==> src/rtl/pipe_ctrl_pkg.sv <==
// pipe_ctrl_pkg: shared FSM states and constants for the pipeline stall/flush controller.
package pipe_ctrl_pkg;
    typedef enum logic [1:0] {RUN, MEM_WAIT, MEM_ERR} state_t;
    localparam logic [4:0] REG_ZERO = 5'd0;
    localparam int DEF_MEM_TIMEOUT = 15;
endpackage

==> src/rtl/pipe_hazard_detect.sv <==
// pipe_hazard_detect: combinational load-use comparator between the load in EX and the sources in ID.
module pipe_hazard_detect
    import pipe_ctrl_pkg::*;
(
    input  logic [4:0] i_id_rs,
    input  logic [4:0] i_id_rt,
    input  logic       i_ex_load,
    input  logic       i_ex_reg_write,
    input  logic [4:0] i_ex_wb_addr,
    output logic       o_load_use
);
    assign o_load_use = i_ex_load & i_ex_reg_write & (i_ex_wb_addr != REG_ZERO) &
                        ((i_ex_wb_addr == i_id_rs) | (i_ex_wb_addr == i_id_rt));
endmodule

==> src/rtl/pipe_hazard_ctrl.sv <==
// pipe_hazard_ctrl: stall/flush controller for load-use, taken branches and multi-cycle data memory.
// Define PIPE_HAZARD_CTRL_PERF_EN to add the StallCount/FlushCount performance counters.
module pipe_hazard_ctrl
    import pipe_ctrl_pkg::*;
#(
    parameter int MEM_TIMEOUT = DEF_MEM_TIMEOUT,
    parameter int CNT_W       = 32
) (
    input  logic             CLOCK,
    input  logic             RESET,
    input  logic [4:0]       ID_Rs,
    input  logic [4:0]       ID_Rt,
    input  logic             EX_Mem2RegSEL,
    input  logic             EX_RegWriteEN,
    input  logic [4:0]       EX_WriteBackRegAddr,
    input  logic             MEM_Branch,
    input  logic             MEM_ZeroFlag,
    input  logic             MEM_MemAccess,
    input  logic             DMEM_Ready,
    output logic             DMEM_Req,
    output logic             PC_WriteEN,
    output logic             IF_ID_WriteEN,
    output logic             ID_EX_WriteEN,
    output logic             EX_MEM_WriteEN,
    output logic             MEM_WB_WriteEN,
    output logic             IF_ID_Flush,
    output logic             ID_EX_Flush,
    output logic             EX_MEM_Flush,
    output logic             PC_BranchSEL,
    output logic             Bus_Error
`ifdef PIPE_HAZARD_CTRL_PERF_EN
    ,
    output logic [CNT_W-1:0] StallCount,
    output logic [CNT_W-1:0] FlushCount
`endif
);
    localparam logic [7:0] LP_TIMEOUT = 8'(MEM_TIMEOUT);

    state_t     r_state, w_next;
    logic [7:0] r_wait_cnt, w_wait_next, w_cnt_inc;
    logic       w_load_use, w_taken, w_hold;

    pipe_hazard_detect u_detect (
        .i_id_rs        (ID_Rs),
        .i_id_rt        (ID_Rt),
        .i_ex_load      (EX_Mem2RegSEL),
        .i_ex_reg_write (EX_RegWriteEN),
        .i_ex_wb_addr   (EX_WriteBackRegAddr),
        .o_load_use     (w_load_use)
    );

    assign w_taken   = MEM_Branch & MEM_ZeroFlag;
    assign w_cnt_inc = (r_wait_cnt == 8'hFF) ? r_wait_cnt : r_wait_cnt + 8'd1;
    // Freeze the whole pipeline while memory is busy or after a bus error
    assign w_hold    = (r_state == MEM_ERR) | (~DMEM_Ready & ((r_state == MEM_WAIT) | MEM_MemAccess));

    always_comb begin
        w_next      = r_state;
        w_wait_next = r_wait_cnt;
        unique case (r_state)
            RUN: begin
                w_next      = (MEM_MemAccess & ~DMEM_Ready) ? MEM_WAIT : RUN;
                w_wait_next = (MEM_MemAccess & ~DMEM_Ready) ? 8'd1 : r_wait_cnt;
            end
            MEM_WAIT: begin
                w_next      = DMEM_Ready ? RUN : (w_cnt_inc >= LP_TIMEOUT) ? MEM_ERR : MEM_WAIT;
                w_wait_next = DMEM_Ready ? 8'd0 : w_cnt_inc;
            end
            MEM_ERR: w_next = MEM_ERR;
            default: w_next = RUN;
        endcase
        DMEM_Req       = (r_state == MEM_WAIT) | ((r_state == RUN) & MEM_MemAccess);
        PC_WriteEN     = ~w_hold & ~(w_load_use & ~w_taken);
        IF_ID_WriteEN  = ~w_hold & ~(w_load_use & ~w_taken);
        ID_EX_WriteEN  = ~w_hold;
        EX_MEM_WriteEN = ~w_hold;
        MEM_WB_WriteEN = ~w_hold;
        IF_ID_Flush    = ~w_hold & w_taken;
        ID_EX_Flush    = ~w_hold & (w_taken | w_load_use);
        EX_MEM_Flush   = ~w_hold & w_taken;
        PC_BranchSEL   = ~w_hold & w_taken;
        Bus_Error      = (r_state == MEM_ERR);
        if (RESET) begin
            w_next         = RUN;
            w_wait_next    = 8'd0;
            DMEM_Req       = 1'b0;
            PC_WriteEN     = 1'b1;
            IF_ID_WriteEN  = 1'b1;
            ID_EX_WriteEN  = 1'b1;
            EX_MEM_WriteEN = 1'b1;
            MEM_WB_WriteEN = 1'b1;
            IF_ID_Flush    = 1'b1;
            ID_EX_Flush    = 1'b1;
            EX_MEM_Flush   = 1'b1;
            PC_BranchSEL   = 1'b0;
            Bus_Error      = 1'b0;
        end
    end

    always_ff @(posedge CLOCK) begin
        r_state    <= w_next;
        r_wait_cnt <= w_wait_next;
    end

`ifdef PIPE_HAZARD_CTRL_PERF_EN
    always_ff @(posedge CLOCK) begin
        if (RESET) begin
            StallCount <= '0;
            FlushCount <= '0;
        end else begin
            if (!PC_WriteEN) StallCount <= StallCount + 1'b1;
            if (PC_BranchSEL) FlushCount <= FlushCount + 1'b1;
        end
    end
`endif
endmodule

==> config.mk <==
export PLATFORM = sky130hd
export DESIGN_NAME = pipe_hazard_ctrl
export DESIGN_NICKNAME = d
export VERILOG_FILES = /design/src/rtl/pipe_ctrl_pkg.sv /design/src/rtl/pipe_hazard_detect.sv /design/src/rtl/pipe_hazard_ctrl.sv
export SDC_FILE = /design/constraint.sdc
export NUM_CORES = 1
export LEC_CHECK = 0
export CAP_MARGIN = 20
export CORE_MARGIN = 1
export CORE_UTILIZATION = 46
export CTS_CLUSTER_DIAMETER = 150
export DETAILED_ROUTE_END_ITERATION = 16
export PLACE_DENSITY = 0.91
export SLEW_MARGIN = 30
export SYNTH_ARGS = -nofsm -noshare
export SYNTH_HDL_FRONTEND = slang
export SYNTH_HIERARCHICAL = 1
export SYNTH_SLANG_ARGS = --single-unit
==> constraint.sdc <==
create_clock -name CLOCK -period 3.3 [get_ports CLOCK]
set_input_delay 0.495 -clock CLOCK [delete_from_list [all_inputs] [get_ports CLOCK]]
set_output_delay 0.495 -clock CLOCK [all_outputs]
set_load 0.05 [all_outputs]
## Yosys cells after proc, flatten, opt, wreduce, memory -nomap -nowiden

Index checks and enable logic that the tools add are counted.

| operators by class | value |
|---|---|
| reductions and logical operators | 4 |
| multiplexer cells | 15 |
| $lt $le $gt $ge | 1 |
| equal/unequal tests | 6 |
| add/subtract/negate cells | 1 |
| bitwise logic cells | 20 |

Operators with widths:

| operator | count |
|---|---|
| $mux 8 | 3 |
| $pmux 8 s2 | 1 |
| $and 1x1->1 | 11 |
| $eq 5x5->1 | 2 |
| $add 8x1->8 const B | 1 |
| $eq 8x8->1 const B | 1 |
| $ge 8x4->1 const B | 1 |
| $mux 1 | 8 |
| $pmux 2 s3 | 1 |
| $or 1x1->1 | 5 |
| $reduce_bool 5->1 | 1 |
| $mux 2 | 2 |
| $not 1->1 | 4 |
| $eq 2x1->1 const B | 1 |
| $eq 2x2->1 const B | 1 |
| $logic_not 2->1 | 1 |
| $ne 2x2->1 const B | 1 |
| $reduce_and 2->1 | 1 |
| $reduce_bool 2->1 | 1 |

| storage, ports and cells | value |
|---|---|
| input bits | 23 |
| logic and storage cells | 49 |
| register bits | 10 |

## Longest topological paths before layout

Gate-level depths: netlist of the first run.

| depth | value |
|---|---|
| depth after elaboration | 7 |
| gate-level depth with buffers | 6 |

## Hierarchy

Netlist of the first run, hierarchy kept.

Modules (own cells, without submodules):

| module | cells an instance | sequential area each (sq um) | area each (sq um) | instances |
|---|---|---|---|---|
| pipe_hazard_ctrl | 95 | 200.2 | 753.2 | 1 |
| pipe_hazard_detect | 17 | 0.0 | 132.6 | 1 |

## Least setup slack after synthesis of the first run

No wires, ideal clock.

| path | value |
|---|---|
| path kind | input to output |
| start | input EX_WriteBackRegAddr[3] |
| end | output PC_WriteEN |
| cell stages on the path | 5 |
| path slack | 0.447 ns |
| arrival time | 2.358 ns |
| data required time | 2.805 ns |
| path through | or4_1 o211ai_2 a21oi_1 o21bai_1 buf_4 |

| on the way | value |
|---|---|
| cells in the longest elaborated chain, start to end | 7 |
| elaborated cells between the ends (all ways) | 10 |
| classes of those cells | eq/ne: 2; mux: 1; bitwise: 6; reduce/logical: 1 |

Ends and longest elaborated chain:

| element | line | RTL |
|---|---|---|
| start: declaration | pipe_hazard_ctrl.sv:15 | `input logic [4:0] EX_WriteBackRegAddr,` |
| $eq 5x5->1 / $reduce_bool 5->1 (equally long branches) | pipe_hazard_detect.sv:13, pipe_hazard_detect.sv:12 |  |
| $or 1x1->1 / $and 1x1->1 (equally long branches) | pipe_hazard_detect.sv:13, pipe_hazard_detect.sv:12 |  |
| $and 1x1->1 * | pipe_hazard_detect.sv:12 | `assign o_load_use = i_ex_load & i_ex_reg_write & (i_ex_wb_addr != REG_ZERO) &` |
| named net w_load_use | pipe_hazard_ctrl.sv:41 | `logic w_load_use, w_taken, w_hold;` |
| $and 1x1->1 * | n/a |  |
| $not 1->1 * | n/a |  |
| $and 1x1->1 * | n/a |  |
| $mux 1 * | n/a |  |
| end: declaration | pipe_hazard_ctrl.sv:21 | `output logic PC_WriteEN,` |

The timed path passes the listed nets; every way through them passes the cells marked *.

## Worst setup path after layout of the first run

| path | value |
|---|---|
| start | register r_state[1] |
| end | output PC_BranchSEL |

| on the way | value |
|---|---|
| cells in the longest elaborated chain, start to end | 7 |
| elaborated cells between the ends (all ways) | 8 |
| classes of those cells | eq/ne: 2; mux: 1; bitwise: 5 |

Ends and longest elaborated chain:

| element | line | RTL |
|---|---|---|
| start: declaration | pipe_hazard_ctrl.sv:39 | `state_t r_state, w_next;` |
| start signal: assignment | pipe_hazard_ctrl.sv:101 | `r_state <= w_next;` |
| $eq 2x1->1 | pipe_hazard_ctrl.sv:55 | `assign w_hold = (r_state == MEM_ERR) \| (~DMEM_Ready & ((r_state == MEM_WAIT) \| MEM_MemAccess));` |
| $or 1x1->1 | pipe_hazard_ctrl.sv:55 |  |
| $and 1x1->1 | pipe_hazard_ctrl.sv:55 |  |
| $or 1x1->1 * | pipe_hazard_ctrl.sv:55 |  |
| $not 1->1 * | pipe_hazard_ctrl.sv:81 | `PC_BranchSEL = ~w_hold & w_taken;` |
| $and 1x1->1 * | pipe_hazard_ctrl.sv:81 |  |
| $mux 1 * | pipe_hazard_ctrl.sv:83 | `if (RESET) begin` |
| end: declaration | pipe_hazard_ctrl.sv:29 | `output logic PC_BranchSEL,` |

Mark *: on every way between the ends. The rest lies on a longest branch, timed or not.

==> results of run 1 <==
[synth_stat cells (all sizes together), types with 2 or more instances]
cell type	count	area share
o21bai	2	0.017
nand3	5	0.028
inv	2	0.0085
nand2	6	0.025
nor4	2	0.021
nor2	10	0.051
a21oi	12	0.072
buf	7	0.065
o22ai	3	0.021
a31o	2	0.020
nand2b	4	0.028
a31oi	3	0.021
dfxtp	10	0.23
o22a	2	0.021
nor3	7	0.045
xnor2	5	0.049
xor2	6	0.059
nand4	3	0.021
[state kept, by name, summed over array words and instances (netlist names)]
signal,flops
r_state,2
r_wait_cnt,8
[power by group through the flow]
| stage | logic [mW] | clock network, mW | registers, mW |
|---|---|---|---|
| after floorplan | 0.0670 | 0 | 0.127 |
| after global placement | 0.110 | 0 | 0.129 |
| after detailed placement | 0.113 | 0 | 0.129 |
| after CTS | 0.113 | 0.0897 | 0.126 |
| after global routing | 0.120 | 0.0927 | 0.127 |
| final | 0.113 | 0.0884 | 0.127 |
[cell type report]
class / instances / area, um2 / share of cell area
Timing Repair Buffer: 33 / 348 / 0.284
Sequential cell: 10 / 200 / 0.163
Inverter: 2 / 7.51 / 0.00613
Clock buffer: 3 / 22.5 / 0.0184
Tap cell: 25 / 31.3 / 0.0255
Multi-Input combinational cell: 92 / 616 / 0.503
[kinds of logic after synthesis]
group / synth area share
flip-flops: 0.226
buffers and inverters: 0.0791
AO/OA/AOI/OAI: 0.281
adder cells (fa/ha/maj): 0.0141
AND/OR/NAND/NOR: 0.291
XOR/XNOR: 0.109
[per-stage QoR]
| step | area [um2] | power [mW] | worst slack, ns | utilization | hold slack, ns |
|---|---|---|---|---|---|
| floorplan | 886 | 0.194 | 0.447 | - | 0.518 |
| global placement | 1200 | 0.239 | 0.483 | 0.682 | 0.538 |
| detailed placement | 1200 | 0.242 | 0.461 | 0.682 | 0.547 |
| CTS | 1220 | 0.329 | 0.454 | 0.694 | 0.557 |
| global route | 1220 | 0.340 | 0.312 | 0.694 | 0.580 |
| finish | 1220 | 0.328 | 0.455 | 0.694 | 0.563 |
[worst max path at each step]
stage,to,startpoint,slack (ns),depth (start not counted)
floorplan,PC_WriteEN,EX_WriteBackRegAddr[3],0.45,5
global placement,IF_ID_WriteEN,EX_WriteBackRegAddr[3],0.48,6
detailed placement,IF_ID_WriteEN,EX_WriteBackRegAddr[3],0.46,6
CTS,IF_ID_WriteEN,EX_WriteBackRegAddr[3],0.45,6
global route,PC_BranchSEL,r_state[1],0.31,5
finish,PC_BranchSEL,r_state[1],0.46,5
[layer usage]
| metal | vias to the layer above | track usage | share of wire |
|---|---|---|---|
| li1 | 480 | - | - |
| met1 | 450 | 0.286 | 0.41 |
| met2 | 51 | 0.428 | 0.48 |
| met3 | 6 | 0.0952 | 0.091 |
| met4 | 0 | 0.0941 | 0.015 |
| met5 | - | 0 | 0 |
==> flow_summary.html, run 1 <==
<table>
<tr><th>Metric</th><th>Value</th></tr>
<tr><th colspan="2">Global routing</th></tr>
<tr><td>Congestion Overflow GR</td><td>0</td></tr>
<tr><td>Global-route wire length before repair</td><td>3.75 mm</td></tr>
<tr><td>Largest net degree at the start of global routing</td><td>14</td></tr>
<tr><td>Combined global-route utilization of all metal layers</td><td>0.253</td></tr>
<tr><td>Via count of the first global-routing pass</td><td>859</td></tr>
<tr><td>Number of antenna violations at the first check in global routing</td><td>0</td></tr>
<tr><th colspan="2">Floorplan</th></tr>
<tr><td>Horiz. Die Dim</td><td>45.9 um</td></tr>
<tr><td>Top-Level Pins</td><td>34</td></tr>
<tr><td>Overall die height</td><td>45.9 um</td></tr>
<tr><td>Total core area</td><td>1760 um2</td></tr>
<tr><td>Site row count</td><td>15</td></tr>
<tr><td>Area enclosed by the die boundary</td><td>2110 um2</td></tr>
<tr><td>Initial core utilization</td><td>0.502</td></tr>
<tr><th colspan="2">Yosys</th></tr>
<tr><td>Count of distinct cell types in the synthesized netlist</td><td>47</td></tr>
<tr><td>Number of nets produced by synthesis</td><td>136</td></tr>
<tr><td>Number of warning messages in the yosys log</td><td>6</td></tr>
<tr><td>Syn avg cell area</td><td>7.91 um2</td></tr>
<tr><td>Mapped cell area</td><td>886 um2</td></tr>
<tr><td>Most instantiated flip-flop cell in the synthesis netlist</td><td>sky130_fd_sc_hd__dfxtp_1</td></tr>
<tr><td>Register bit total from synthesis</td><td>10</td></tr>
<tr><td>Count of flip-flops with a built-in enable after synthesis</td><td>0</td></tr>
<tr><td>Post-synthesis cell count</td><td>112</td></tr>
<tr><td>Sequential cell area fraction in the yosys report</td><td>0.226</td></tr>
<tr><td>Fraction of registers with async set/reset</td><td>0</td></tr>
<tr><th colspan="2">Setup path</th></tr>
<tr><td>Number of cells on the worst reg-to-reg path</td><td>5</td></tr>
<tr><td>Setup slack, reg-to-reg</td><td>1.54 ns</td></tr>
<tr><td>CP Cell Sequence</td><td>and2b_2 &gt; o21bai_1 &gt; nand2_1 &gt; nor3_1 &gt; clkdlybuf4s50_1</td></tr>
<tr><td>Crit path kind</td><td>flop to output port</td></tr>
<tr><td>Max stage delay cell, worst path</td><td>sky130_fd_sc_hd__clkdlybuf4s50_1</td></tr>
<tr><td>Required time at the worst-slack endpoint</td><td>2.80 ns</td></tr>
<tr><td>Top cell family by delay on the critical path</td><td>buffers and inverters</td></tr>
<tr><td>Reg2reg end</td><td>r_wait_cnt[5]</td></tr>
<tr><td>Crit end category</td><td>output port</td></tr>
<tr><td>Combined buffer and inverter count along the critical path</td><td>1</td></tr>
<tr><td>Crit-path max cell delay</td><td>0.83 ns</td></tr>
<tr><td>Category of the worst setup path launch point</td><td>flop</td></tr>
<tr><td>Endpoint arrival time on the critical path</td><td>2.35 ns</td></tr>
<tr><td>Worst Path Max Fanout</td><td>8</td></tr>
<tr><td>Launch instance of the worst register-to-register path</td><td>r_wait_cnt[0]</td></tr>
<tr><th colspan="2">Routing</th></tr>
<tr><td>Detailed Routing Iterations Pass 1</td><td>4</td></tr>
<tr><td>Count of nets left with antenna violations after detail routing</td><td>0</td></tr>
<tr><td>First DRT Iteration DRCs</td><td>26</td></tr>
<tr><td>Via-to-Cell Ratio</td><td>5.98</td></tr>
<tr><td>Detailed-route DRC error count</td><td>0</td></tr>
<tr><td>Per-cell routed wire length</td><td>15.3 um</td></tr>
<tr><td>Via count</td><td>987</td></tr>
<tr><td>Wire length reported by the detailed router</td><td>2.52 mm</td></tr>
<tr><th colspan="2">STA</th></tr>
<tr><td>Clk_skew</td><td>0.00750 ns</td></tr>
<tr><td>Total count of hold-check failures in the final report</td><td>0</td></tr>
<tr><td>Min Tclk post-route</td><td>2.84 ns</td></tr>
<tr><td>RSZ-0062 raised after global routing</td><td>false</td></tr>
<tr><td>Max Freq</td><td>352 MHz</td></tr>
<tr><td>Normalized max-slew margin</td><td>0.525</td></tr>
<tr><td>Tcrit/Tclk final</td><td>0.862</td></tr>
<tr><td>Setup TNS</td><td>0 ns</td></tr>
<tr><td>Final slew viol count</td><td>0</td></tr>
<tr><td>Pin slew with the least headroom to its limit</td><td>0.707 ns</td></tr>
<tr><td>Number of failing setup endpoints in the final timing report</td><td>0</td></tr>
<tr><th colspan="2">Clocking</th></tr>
<tr><td>Total CTS buffers</td><td>3</td></tr>
<tr><td>CTS Root Cell</td><td>sky130_fd_sc_hd__clkbuf_4</td></tr>
<tr><td>Clock tree from TritonCTS</td><td>yes</td></tr>
<tr><td>Max Buffers Root-to-Sink</td><td>2</td></tr>
<tr><td>Number of clock sinks</td><td>10</td></tr>
<tr><td>Buffer count from post-CTS setup fixing</td><td>0</td></tr>
<tr><td>Count of hold buffers inserted by post-cts repair</td><td>0</td></tr>
<tr><td>Count of H-tree levels built during CTS</td><td>1</td></tr>
<tr><td># resized after CTS</td><td>0</td></tr>
<tr><td>Clock insertion delay at the later pin of the skew report</td><td>0.28 ns</td></tr>
<tr><td>Clock edge transition at the registers on the reported setup and hold paths</td><td>0.07 ns</td></tr>
<tr><th colspan="2">Power</th></tr>
<tr><td>Maximum ir drop on the vdd rail</td><td>0.225 mV</td></tr>
<tr><td>Pleak</td><td>0.439 nW</td></tr>
<tr><td>Combinational share of power</td><td>0.345</td></tr>
<tr><td>Reg power frac</td><td>0.386</td></tr>
<tr><td>Power Dens Cells</td><td>268 nW/um2</td></tr>
<tr><td>Net switching component of the power</td><td>0.108 mW</td></tr>
<tr><td>Internal power</td><td>0.220 mW</td></tr>
<tr><td>Clock network fraction of design power</td><td>0.269</td></tr>
<tr><td>Sw Ratio</td><td>0.328</td></tr>
<tr><th colspan="2">Final layout</th></tr>
<tr><td>Top library cells by usage in the layout, fill and taps aside</td><td>sky130_fd_sc_hd__clkdlybuf4s50_1, sky130_fd_sc_hd__a21oi_1, sky130_fd_sc_hd__dfxtp_1</td></tr>
<tr><td>Fin nets</td><td>166</td></tr>
<tr><td>Antenna diodes</td><td>0</td></tr>
<tr><td>Layout cell share with drive strength beyond 1</td><td>0.114</td></tr>
<tr><td>Fill cells</td><td>159</td></tr>
<tr><td>Leading cell type in the layout, fill and taps excluded</td><td>sky130_fd_sc_hd__clkdlybuf4s50_1</td></tr>
<tr><td>Synth-to-Final Area Change</td><td>38.3%</td></tr>
<tr><td>Final standard cell count with taps included and fillers excluded</td><td>165</td></tr>
<tr><th colspan="2">Flow run</th></tr>
<tr><td>Maximum capacitance violations</td><td>0</td></tr>
<tr><th colspan="2">Min path</th></tr>
<tr><td>Worst Hold End</td><td>r_wait_cnt[7]</td></tr>
<tr><td>Hold Crit Depth</td><td>1</td></tr>
<tr><td>Beginning of the worst hold path</td><td>r_wait_cnt[7]</td></tr>
<tr><td>Min-delay worst type</td><td>flop to flop</td></tr>
<tr><th colspan="2">Run status</th></tr>
<tr><td>Run status</td><td>completed</td></tr>
<tr><th colspan="2">Placement</th></tr>
<tr><td>IO buf count</td><td>33</td></tr>
<tr><td>GPL Wtd Cong</td><td>0.787</td></tr>
<tr><td>Post-DP HPWL</td><td>1.96 mm</td></tr>
<tr><td>Post-placement cell count</td><td>162</td></tr>
</table>
Power figures use the tool's default switching activity.
==> inputs of run 2 (changes only) <==
--- a/config.mk
+++ b/config.mk
@@ -5,6 +5,7 @@
 export SDC_FILE = /design/constraint.sdc
 export NUM_CORES = 1
 export LEC_CHECK = 0
+export ABC_CLOCK_PERIOD_IN_PS = 3300
 export CAP_MARGIN = 20
 export CORE_MARGIN = 1
 export CORE_UTILIZATION = 46
==> results of run 2 <==
Same layout as run 1: the final DEF is identical, and so are final timing and power.
==> inputs of run 3 (changes only) <==
--- a/config.mk
+++ b/config.mk
@@ -11,6 +11,7 @@
 export CORE_UTILIZATION = 46
 export CTS_CLUSTER_DIAMETER = 150
 export DETAILED_ROUTE_END_ITERATION = 16
+export GPL_TIMING_DRIVEN = 0
 export PLACE_DENSITY = 0.91
 export SLEW_MARGIN = 30
 export SYNTH_ARGS = -nofsm -noshare
==> run 3 against run 2 <==
Effect of this change:
- register-to-register slack improved by 0.06 ns
- final cell count increased by 5.5%
- sequential share of layout area is 0.79 points lower
- via count up 2.7%
- critical path depth increased by 2
- largest cell class unchanged
==> flow_summary.html, run 3 (synthesis results as in run 1) <==
<table>
<tr><th>Metric</th><th>Value</th></tr>
<tr><th colspan="2">Run status</th></tr>
<tr><td>Run status</td><td>completed (unchanged)</td></tr>
<tr><th colspan="2">Placement</th></tr>
<tr><td>Post-placement cell count</td><td>170 (was 162)</td></tr>
<tr><td>IO buf count</td><td>33 (unchanged)</td></tr>
<tr><td>Post-DP HPWL</td><td>1.89 mm (was 1.96 mm)</td></tr>
<tr><td>Worst slack at placement</td><td>-0.0583 ns (was 0.461 ns)</td></tr>
<tr><td>GPL Wtd Cong</td><td>0.756 (was 0.787)</td></tr>
<tr><td>Cell area after placement</td><td>1250 um2 (was 1200 um2)</td></tr>
<tr><th colspan="2">Min path</th></tr>
<tr><td>Min-delay worst type</td><td>flop to flop (unchanged)</td></tr>
<tr><td>Beginning of the worst hold path</td><td>r_wait_cnt[7] (unchanged)</td></tr>
<tr><td>Hold Crit Depth</td><td>1 (unchanged)</td></tr>
<tr><td>Worst Hold End</td><td>r_wait_cnt[7] (unchanged)</td></tr>
<tr><th colspan="2">Setup path</th></tr>
<tr><td>Number of cells on the worst reg-to-reg path</td><td>5 (unchanged)</td></tr>
<tr><td>Setup slack, reg-to-reg</td><td>1.60 ns (was 1.54 ns)</td></tr>
<tr><td>Category of the worst setup path launch point</td><td>primary input (was flop)</td></tr>
<tr><td>Max stage delay cell, worst path</td><td>sky130_fd_sc_hd__or4_1 (was sky130_fd_sc_hd__clkdlybuf4s50_1)</td></tr>
<tr><td>Endpoint arrival time on the critical path</td><td>2.58 ns (was 2.35 ns)</td></tr>
<tr><td>Reg2reg end</td><td>r_state[0] (was r_wait_cnt[5])</td></tr>
<tr><td>Required time at the worst-slack endpoint</td><td>2.80 ns (about the same)</td></tr>
<tr><td>Crit end category</td><td>output port (unchanged)</td></tr>
<tr><td>Top cell family by delay on the critical path</td><td>buffers and inverters (unchanged)</td></tr>
<tr><td>Combined buffer and inverter count along the critical path</td><td>3 (was 1)</td></tr>
<tr><td>Crit path kind</td><td>primary input to output port (was flop to output port)</td></tr>
<tr><td>Launch instance of the worst register-to-register path</td><td>r_wait_cnt[1] (was r_wait_cnt[0])</td></tr>
<tr><td>CP Cell Sequence</td><td>clkdlybuf4s50_1 &gt; or4_1 &gt; o211ai_2 &gt; a21oi_1 &gt; o21bai_1 &gt; buf_4 &gt; dlygate4sd2_1 (was and2b_2 &gt; o21bai_1 &gt; nand2_1 &gt; nor3_1 &gt; clkdlybuf4s50_1)</td></tr>
<tr><td>Worst Path Max Fanout</td><td>3 (was 8)</td></tr>
<tr><td>Crit-path max cell delay</td><td>0.55 ns (was 0.83 ns)</td></tr>
<tr><th colspan="2">Clocking</th></tr>
<tr><td>Clock tree from TritonCTS</td><td>yes (unchanged)</td></tr>
<tr><td>Clock insertion delay at the later pin of the skew report</td><td>0.27 ns (was 0.28 ns)</td></tr>
<tr><td>Count of hold buffers inserted by post-cts repair</td><td>0 (unchanged)</td></tr>
<tr><td>Max Buffers Root-to-Sink</td><td>2 (unchanged)</td></tr>
<tr><td>Buffer count from post-CTS setup fixing</td><td>0 (unchanged)</td></tr>
<tr><td>Count of H-tree levels built during CTS</td><td>1 (unchanged)</td></tr>
<tr><td>Clock edge transition at the registers on the reported setup and hold paths</td><td>0.06 ns (was 0.07 ns)</td></tr>
<tr><td>Total CTS buffers</td><td>3 (unchanged)</td></tr>
<tr><td>CTS Root Cell</td><td>sky130_fd_sc_hd__clkbuf_4 (unchanged)</td></tr>
<tr><td>Number of clock sinks</td><td>10 (unchanged)</td></tr>
<tr><th colspan="2">Routing</th></tr>
<tr><td>Via-to-Cell Ratio</td><td>5.83 (was 5.98)</td></tr>
<tr><td>Count of nets left with antenna violations after detail routing</td><td>0 (unchanged)</td></tr>
<tr><td>Wire length reported by the detailed router</td><td>2.42 mm (was 2.52 mm)</td></tr>
<tr><td>Via count</td><td>1014 (was 987)</td></tr>
<tr><td>Detailed Routing Iterations Pass 1</td><td>4 (unchanged)</td></tr>
<tr><td>First DRT Iteration DRCs</td><td>40 (was 26)</td></tr>
<tr><td>Per-cell routed wire length</td><td>13.9 um (was 15.3 um)</td></tr>
<tr><td>Detailed-route DRC error count</td><td>0 (unchanged)</td></tr>
<tr><th colspan="2">Final layout</th></tr>
<tr><td>Top library cells by usage in the layout, fill and taps aside</td><td>sky130_fd_sc_hd__clkdlybuf4s50_1, sky130_fd_sc_hd__a21oi_1, sky130_fd_sc_hd__dfxtp_1 (unchanged)</td></tr>
<tr><td>Flip-flop count of the largest register, all copies and words added</td><td>8 (unchanged)</td></tr>
<tr><td>Utilization after layout</td><td>0.730 (was 0.694)</td></tr>
<tr><td>Fin nets</td><td>174 (was 166)</td></tr>
<tr><td>Final standard cell count with taps included and fillers excluded</td><td>174 (was 165)</td></tr>
<tr><td>Registers with the most flip-flops</td><td>r_wait_cnt (8), r_state (2) (unchanged)</td></tr>
<tr><td>Synth-to-Final Area Change</td><td>45.3% (was 38.3%)</td></tr>
<tr><td>Finished Cell Area</td><td>1290 um2 (was 1220 um2)</td></tr>
<tr><td>Layout cell share with drive strength beyond 1</td><td>0.148 (was 0.114)</td></tr>
<tr><td>Antenna diodes</td><td>0 (unchanged)</td></tr>
<tr><td>Register ranked first by flip-flop count</td><td>r_wait_cnt (unchanged)</td></tr>
<tr><td>Leading cell type in the layout, fill and taps excluded</td><td>sky130_fd_sc_hd__clkdlybuf4s50_1 (unchanged)</td></tr>
<tr><th colspan="2">STA</th></tr>
<tr><td>Normalized max-slew margin</td><td>0.595 (was 0.525)</td></tr>
<tr><td>Max Freq</td><td>325 MHz (was 352 MHz)</td></tr>
<tr><td>Clk_skew</td><td>0.00726 ns (was 0.00750 ns)</td></tr>
<tr><td>Setup TNS</td><td>0 ns (unchanged)</td></tr>
<tr><td>RSZ-0062 raised after global routing</td><td>false (unchanged)</td></tr>
<tr><td>Total count of hold-check failures in the final report</td><td>0 (unchanged)</td></tr>
<tr><td>Tcrit/Tclk final</td><td>0.933 (was 0.862)</td></tr>
<tr><td>Least setup slack across all paths after layout</td><td>0.220 ns (was 0.455 ns)</td></tr>
<tr><td>Number of failing setup endpoints in the final timing report</td><td>0 (unchanged)</td></tr>
<tr><td>Tightest hold margin</td><td>0.571 ns (was 0.563 ns)</td></tr>
<tr><td>Min Tclk post-route</td><td>3.08 ns (was 2.84 ns)</td></tr>
<tr><td>Pin slew with the least headroom to its limit</td><td>0.603 ns (was 0.707 ns)</td></tr>
<tr><td>Final slew viol count</td><td>0 (unchanged)</td></tr>
<tr><th colspan="2">Global routing</th></tr>
<tr><td>Number of antenna violations at the first check in global routing</td><td>0 (unchanged)</td></tr>
<tr><td>Combined global-route utilization of all metal layers</td><td>0.235 (was 0.253)</td></tr>
<tr><td>Busiest grt layer</td><td>met2 (unchanged)</td></tr>
<tr><td>Met1 demand-to-capacity share in global routing</td><td>0.318 (was 0.286)</td></tr>
<tr><td>Congestion Overflow GR</td><td>0 (unchanged)</td></tr>
<tr><td>GRT met3 Usage</td><td>0.0516 (was 0.0952)</td></tr>
<tr><td>Via count of the first global-routing pass</td><td>812 (was 859)</td></tr>
<tr><td>Largest net degree at the start of global routing</td><td>11 (was 14)</td></tr>
<tr><td>Global-route wire length before repair</td><td>3.64 mm (was 3.75 mm)</td></tr>
<tr><td>Global Route met2 Usage</td><td>0.386 (was 0.428)</td></tr>
<tr><th colspan="2">Power</th></tr>
<tr><td>Reg power frac</td><td>0.354 (was 0.386)</td></tr>
<tr><td>Post-layout power</td><td>0.352 mW (was 0.328 mW)</td></tr>
<tr><td>Clock network fraction of design power</td><td>0.312 (was 0.269)</td></tr>
<tr><td>Net switching component of the power</td><td>0.104 mW (was 0.108 mW)</td></tr>
<tr><td>Power Dens Cells</td><td>273 nW/um2 (was 268 nW/um2)</td></tr>
<tr><td>Internal power</td><td>0.248 mW (was 0.220 mW)</td></tr>
<tr><td>Pleak</td><td>0.480 nW (was 0.439 nW)</td></tr>
<tr><td>Combinational share of power</td><td>0.335 (was 0.345)</td></tr>
<tr><td>Sw Ratio</td><td>0.296 (was 0.328)</td></tr>
<tr><td>Maximum ir drop on the vdd rail</td><td>0.181 mV (was 0.225 mV)</td></tr>
<tr><th colspan="2">Flow run</th></tr>
<tr><td>Maximum capacitance violations</td><td>0 (unchanged)</td></tr>
<tr><th colspan="2">Floorplan</th></tr>
<tr><td>Horiz. Die Dim</td><td>45.9 um (unchanged)</td></tr>
<tr><td>Initial core utilization</td><td>0.502 (unchanged)</td></tr>
<tr><td>Area enclosed by the die boundary</td><td>2110 um2 (unchanged)</td></tr>
<tr><td>Total core area</td><td>1760 um2 (unchanged)</td></tr>
<tr><td>Overall die height</td><td>45.9 um (unchanged)</td></tr>
<tr><td>Site row count</td><td>15 (unchanged)</td></tr>
<tr><td>Top-Level Pins</td><td>34 (unchanged)</td></tr>
</table>
==> run 3: per-layer routing <==
metal | share of wire | up-vias
met5 | 0 | -
met4 | 0.0070 | 0
met3 | 0.094 | 4
met2 | 0.47 | 50
met1 | 0.43 | 465
li1 | - | 495
==> run 3: power groups by stage <==
stage | clock, mW | sequential, mW | combinational [mW]
2_1_floorplan | 0 | 0.127 | 0.0670
4_1_cts | 0.111 | 0.124 | 0.118
3_3_place_gp | 0 | 0.127 | 0.116
3_5_place_dp | 0 | 0.127 | 0.118
5_1_grt | 0.118 | 0.125 | 0.126
6_report | 0.110 | 0.125 | 0.118
==> run 3: worst max path at each step <==
stage,depth (start not counted),end,start
after detailed placement,7,PC_WriteEN,EX_WriteBackRegAddr[3]
final,7,PC_WriteEN,EX_WriteBackRegAddr[3]
after global placement,7,PC_WriteEN,EX_WriteBackRegAddr[3]
after CTS,6,IF_ID_WriteEN,EX_WriteBackRegAddr[3]
after floorplan,5,PC_WriteEN,EX_WriteBackRegAddr[3]
after global routing,7,PC_WriteEN,EX_WriteBackRegAddr[3]
==> run 3: layout make-up <==
| class | count | area (um2) |
|---|---|---|
| fillers | 142 | 477 |
| inverters | 2 | 7.51 |
| flip-flops and latches | 10 | 200 |
| clock buffers | 4 | 36.3 |
| plain buffers | 8 | 62.6 |
| repair buffers | 33 | 334 |
| well taps | 25 | 31.3 |
| multi-input cells | 92 | 616 |
==> run 3: what timing repair did <==
item | in CTS | in global routing
cloned | 0 | 0
endpoints found under the setup margin | 1 | 2
endpoints found under the hold margin | 0 | 0
pin swaps | 0 | 0
resized for setup | 1 | 2
